**config.mk**
```make
export PLATFORM = sky130hd
export DESIGN_NAME = pipeline_run_controller
export DESIGN_NICKNAME = d
export VERILOG_FILES = /design/src/rtl/pipeline_run_controller.sv
export SDC_FILE = /design/constraint.sdc
export NUM_CORES = 1
export LEC_CHECK = 0
export ABC_AREA = 1
export CAP_MARGIN = 20
export CORE_ASPECT_RATIO = 2
export CORE_MARGIN = 5
export CORE_UTILIZATION = 50
export DETAILED_ROUTE_END_ITERATION = 7
export PLACE_DENSITY = 0.78
export SLEW_MARGIN = 10
export SYNTH_ARGS = -nofsm -noshare
export SYNTH_HDL_FRONTEND = slang
export SYNTH_SLANG_ARGS = --single-unit
```
**constraint.sdc**
```tcl
create_clock -name i_clock -period 1.8 [get_ports i_clock]
set_input_delay 0.36 -clock i_clock [delete_from_list [all_inputs] [get_ports i_clock]]
set_output_delay 0.36 -clock i_clock [all_outputs]
set_load 0.1 [all_outputs]
```
**src/rtl/pipeline_run_controller.sv**
```systemverilog
// pipeline_run_controller: run/step/halt sequencing of a pipeline with post-HALT drain and cycle counting
module pipeline_run_controller #(
  parameter int NB_DATA      = 32,
  parameter int DRAIN_CYCLES = 4
) (
  input  logic               i_clock,
  input  logic               i_reset,
  input  logic               i_cmd_valid,
  input  logic [1:0]         i_cmd,
  input  logic               i_halt_fetched,
  output logic               o_cmd_ready,
  output logic               o_valid,
  output logic [NB_DATA-1:0] o_cycle_count,
  output logic               o_step_done,
  output logic               o_program_end,
  output logic [2:0]         o_state
);
  localparam int NB_DRAIN = (DRAIN_CYCLES < 1) ? 1 : $clog2(DRAIN_CYCLES + 1);
  typedef enum logic [2:0] {
    ST_IDLE  = 3'd0,
    ST_RUN   = 3'd1,
    ST_STEP  = 3'd2,
    ST_DRAIN = 3'd3,
    ST_END   = 3'd4
  } state_t;
  localparam logic [1:0] CMD_RUN  = 2'b01;
  localparam logic [1:0] CMD_STEP = 2'b10;
  localparam logic [1:0] CMD_HALT = 2'b11;
  generate
    if (DRAIN_CYCLES < 1) begin : g_bad_drain
      $error("pipeline_run_controller: DRAIN_CYCLES must be >= 1");
    end
  endgenerate
  state_t              r_state;
  state_t              w_next_state;
  logic [NB_DRAIN-1:0] r_drain;
  logic [NB_DRAIN-1:0] w_next_drain;
  logic [NB_DATA-1:0]  r_cycle_count;
  logic                r_step_done;
  logic                w_accept;
  // All status outputs decode registered state only; inputs never reach them combinationally.
  assign o_valid       = (r_state == ST_RUN) || (r_state == ST_STEP) || (r_state == ST_DRAIN);
  assign o_cmd_ready   = (r_state == ST_IDLE) || (r_state == ST_RUN);
  assign o_program_end = (r_state == ST_END);
  assign o_state       = r_state;
  assign o_cycle_count = r_cycle_count;
  assign o_step_done   = r_step_done;
  assign w_accept      = i_cmd_valid && o_cmd_ready;
  always_comb begin
    w_next_state = r_state;
    w_next_drain = r_drain;
    case (r_state)
      ST_IDLE:
        w_next_state = !w_accept ? ST_IDLE :
                       (i_cmd == CMD_RUN)  ? ST_RUN  :
                       (i_cmd == CMD_STEP) ? ST_STEP : ST_IDLE;
      ST_RUN: begin
        // A fetched HALT opcode outranks a simultaneous pause command.
        if (i_halt_fetched) begin
          w_next_state = ST_DRAIN;
          w_next_drain = NB_DRAIN'(DRAIN_CYCLES);
        end else if (w_accept && i_cmd == CMD_HALT) begin
          w_next_state = ST_IDLE;
        end
      end
      ST_STEP: begin
        w_next_state = i_halt_fetched ? ST_DRAIN : ST_IDLE;
        w_next_drain = i_halt_fetched ? NB_DRAIN'(DRAIN_CYCLES) : r_drain;
      end
      ST_DRAIN: begin
        w_next_drain = r_drain - 1'b1;
        w_next_state = (r_drain == NB_DRAIN'(1)) ? ST_END : ST_DRAIN;
      end
      ST_END:  w_next_state = ST_END;
      default: w_next_state = ST_IDLE;
    endcase
  end
  always_ff @(posedge i_clock or negedge i_reset) begin
    if (!i_reset) begin
      r_state       <= ST_IDLE;
      r_drain       <= '0;
      r_cycle_count <= '0;
      r_step_done   <= 1'b0;
    end else begin
      r_state       <= w_next_state;
      r_drain       <= w_next_drain;
      r_cycle_count <= o_valid ? r_cycle_count + 1'b1 : r_cycle_count;
      r_step_done   <= (r_state == ST_STEP);
    end
  end
endmodule

```
==> impl_metrics.tcl <==
set metrics [dict create \
    grt_use_met3_pct 4.89 \
    holdCritPathClass "in -> async" \
    r2r_setup_slack_ns 0.16 \
    finish.utilization_pct 75.2 \
    grt_pass1_vias 2155 \
    synth_top_cell_area_share_pct 45.1 \
    synth.area.top_cells "dfrtp_1 (45%), nand2_1 (15%), inv_1 (7.3%)" \
    crit_end "o_valid" \
    grt_use_met1_pct 21.5 \
    worst_clock_skew_ns 0.00983 \
    ys_seq_elements 39 \
    cts_tree "done" \
    cts_htree_levels 2 \
    crit_required_ns 1.44 \
    tightestPinTransition_ns 0.445 \
    io-pin-count 45 \
    route.vias.total 2039 \
    layout.cell_area.non_filler_um2 3230 \
    clkLatencyLatePin_ns 0.30 \
    nNetsFinal 344 \
    num_rows 34 \
    global_route.overflow_total 0 \
    critPathLaunchType "flip-flop" \
    antenna_left 0 \
    dp_hpwl_um 4520 \
    drtIter0Drc 61 \
    cts_made_buffers 5 \
    vdd_ir_drop_max_mv 0.403 \
    gp_congestion 0.922 \
    synth.largest_area_cell "dfrtp_1" \
    design_power_total_mw 1.53 \
    antenna_cells 0 \
    fin_tns_setup_ns 0 \
    postSynthCellCount 283 \
    power.leakage_nw 1.45 \
    drive_gt1_share_pct 25.6 \
    core_region_area_um2 4300 \
    drv_slew 0 \
    firstDrtPassIters 4 \
    die_h_um 103 \
    synth_cell_type_count 22 \
    cts_root_buf "clkbuf_8" \
    port_buffers 44 \
    synth_seq_area_share_pct 45.1 \
    path_max_fanout 8 \
    post-route-min-period_ns 1.74 \
    fmaxAchievable_ghz 0.574 \
    die-width_um 56.5 \
    rr_startpoint "o_cycle_count[0]" \
    route.detailed.drc 0 \
    clkSinkCount 39 \
    place_inst 382 \
    path_clk_slew_ns 0.08 \
    maximum_number_of_pins_on_one_net_before_global_route_repair 40 \
    areaGrowthSynthToFinish_pct 49.3 \
    worstReg2RegEnd "o_cycle_count[26]" \
    design.die.area_um2 5830 \
    detail_route.vias_per_cell 5.23 \
    mappedNetlistArea_um2 2170 \
    depth_of_the_worst_register_to_register_path 8 \
    initial_core_util_pct 50.4 \
    synth.net_count 292 \
    fin_cells 390 \
    run_status "finished, final reports clean" \
    globalRoute.busiestLayer "met2" \
    slew_headroom_pct 70.3 \
    post-route-period-util_pct 96.8 \
    setup_viol 0 \
    post_drt_wl_per_cell_um 14.8 \
    synth-warning-count 0 \
    max_cap_viol_count 0 \
    arr_time_crit_path_ns 1.38 \
    timing.critical_path.to_type "output port" \
    synth_area_per_cell_um2 7.65 \
    pwr_density_cell_nw_per_um2 473 \
    global_route.usage.met2_pct 41.8 \
    hold_viol_final 0 \
    startpoint "o_state[0]" \
    number_of_antenna_violations_at_the_first_check_in_global_routing 0 \
    grt_setup_unrepaired "no" \
    cts_max_path_buffers 2 \
    grt_util_all_layers_pct 22.0 \
    grt_first_pass_wirelength_um 9920 \
    critPathKind "reg -> out" \
    finalWirelength_um 5770 \
    placedInstanceArea_um2 3130 \
]
-- where the power goes --
group / internal, mW / total (mW) / switching, mW / leakage [nW]
Clock: 0.309 / 0.620 / 0.310 / 0.0482
Sequential: 0.875 / 0.875 / 0 / 0.488
Combinational: 0.0131 / 0.0334 / 0.0203 / 0.909
-- area by class of cell --
cell class | count | area, um2
fill | 309 | 1060
multi-input combinational | 200 | 1040
sequential | 39 | 1020
timing repair buffer | 47 | 861
inverter | 42 | 158
clock buffer | 7 | 86.3
tap | 54 | 67.6
clock inverter | 1 | 5.00
-- placed cells by master, fill, tap and decap left out, types with 2 or more instances in the layout --
cell and n:
nand2_1 85, nor2_4 5, inv_1 42, xnor2_1 14, ha_1 3, o21ai_0 2, nand3b_1 2, dfrtp_2 21
nor3_1 3, dfrtp_1 14, nand3_1 25, clkdlybuf4s50_1 4, buf_12 40, nor2_1 35, nor2_2 3, buf_4 2
o22ai_1 2, clkbuf_8 6, nand4_1 10, xor2_1 6, dfrtp_4 4
-- flip-flops by register name, summed over array words and instances, names as in the netlist --
signal / count
o_cycle_count: 32
o_state: 3
r_drain: 3
o_step_done: 1
-- synthesized netlist by cell type, drive strengths merged --
cell	instances
o2111ai	1
nand3b	2
xor2	6
nor2	44
nor3	3
ha	3
dfrtp	39
buf	2
o22ai	2
xnor2	14
o211ai	1
o21ai	2
inv	42
nand4	10
nand3	26
nand2	86
-- layer usage --
metal | wire, um | part of all wire [%] | up-vias
li1 | - | - | 980
met2 | 3300 | 57 | 70
met5 | 0 | 0 | -
met1 | 1990 | 34 | 969
met3 | 287 | 5.0 | 20
met4 | 193 | 3.3 | 0
-- per-stage QoR --
step	hold WS, ns	setup slack, ns
after CTS	0.0268	0.00475
after global placement	0.348	0.237
after floorplan	0.0644	0.00260
final	0.0130	0.0573
after global routing	0.0347	0.0149
after detailed placement	0.344	0.167
-- what timing repair did --
item | CTS | global route
endpoints found under the setup margin | 0 | 1
hold buffers | 0 | 0
gates resized for setup | 0 | 2
buffers inserted | 0 | 0
-- worst max-delay path: stages, from the launching register on --
cell and delay, ns:
dfrtp_4 0.53, nor2_4 0.15, nor2_4 0.06, buf_4 0.18, buf_12 0.17
-- kinds of logic after synthesis --
kind of cell / after synthesis / share of synthesized area [%]
buffers and inverters: 44 / 8.15
flip-flops: 39 / 45.1
AND/OR/NAND/NOR: 171 / 35.2
XOR/XNOR: 20 / 8.09
adder cells (fa/ha/maj): 3 / 1.73
AO/OA/AOI/OAI: 6 / 1.79
-- worst min path at each step --
stage | from | endpoint
after CTS | i_reset | o_cycle_count[19]
after floorplan | i_reset | o_cycle_count[10]
after global routing | i_reset | o_cycle_count[11]
after global placement | i_reset | o_cycle_count[19]
final | i_reset | o_cycle_count[19]
after detailed placement | i_reset | o_cycle_count[19]
(Power assumes the default switching activity.)
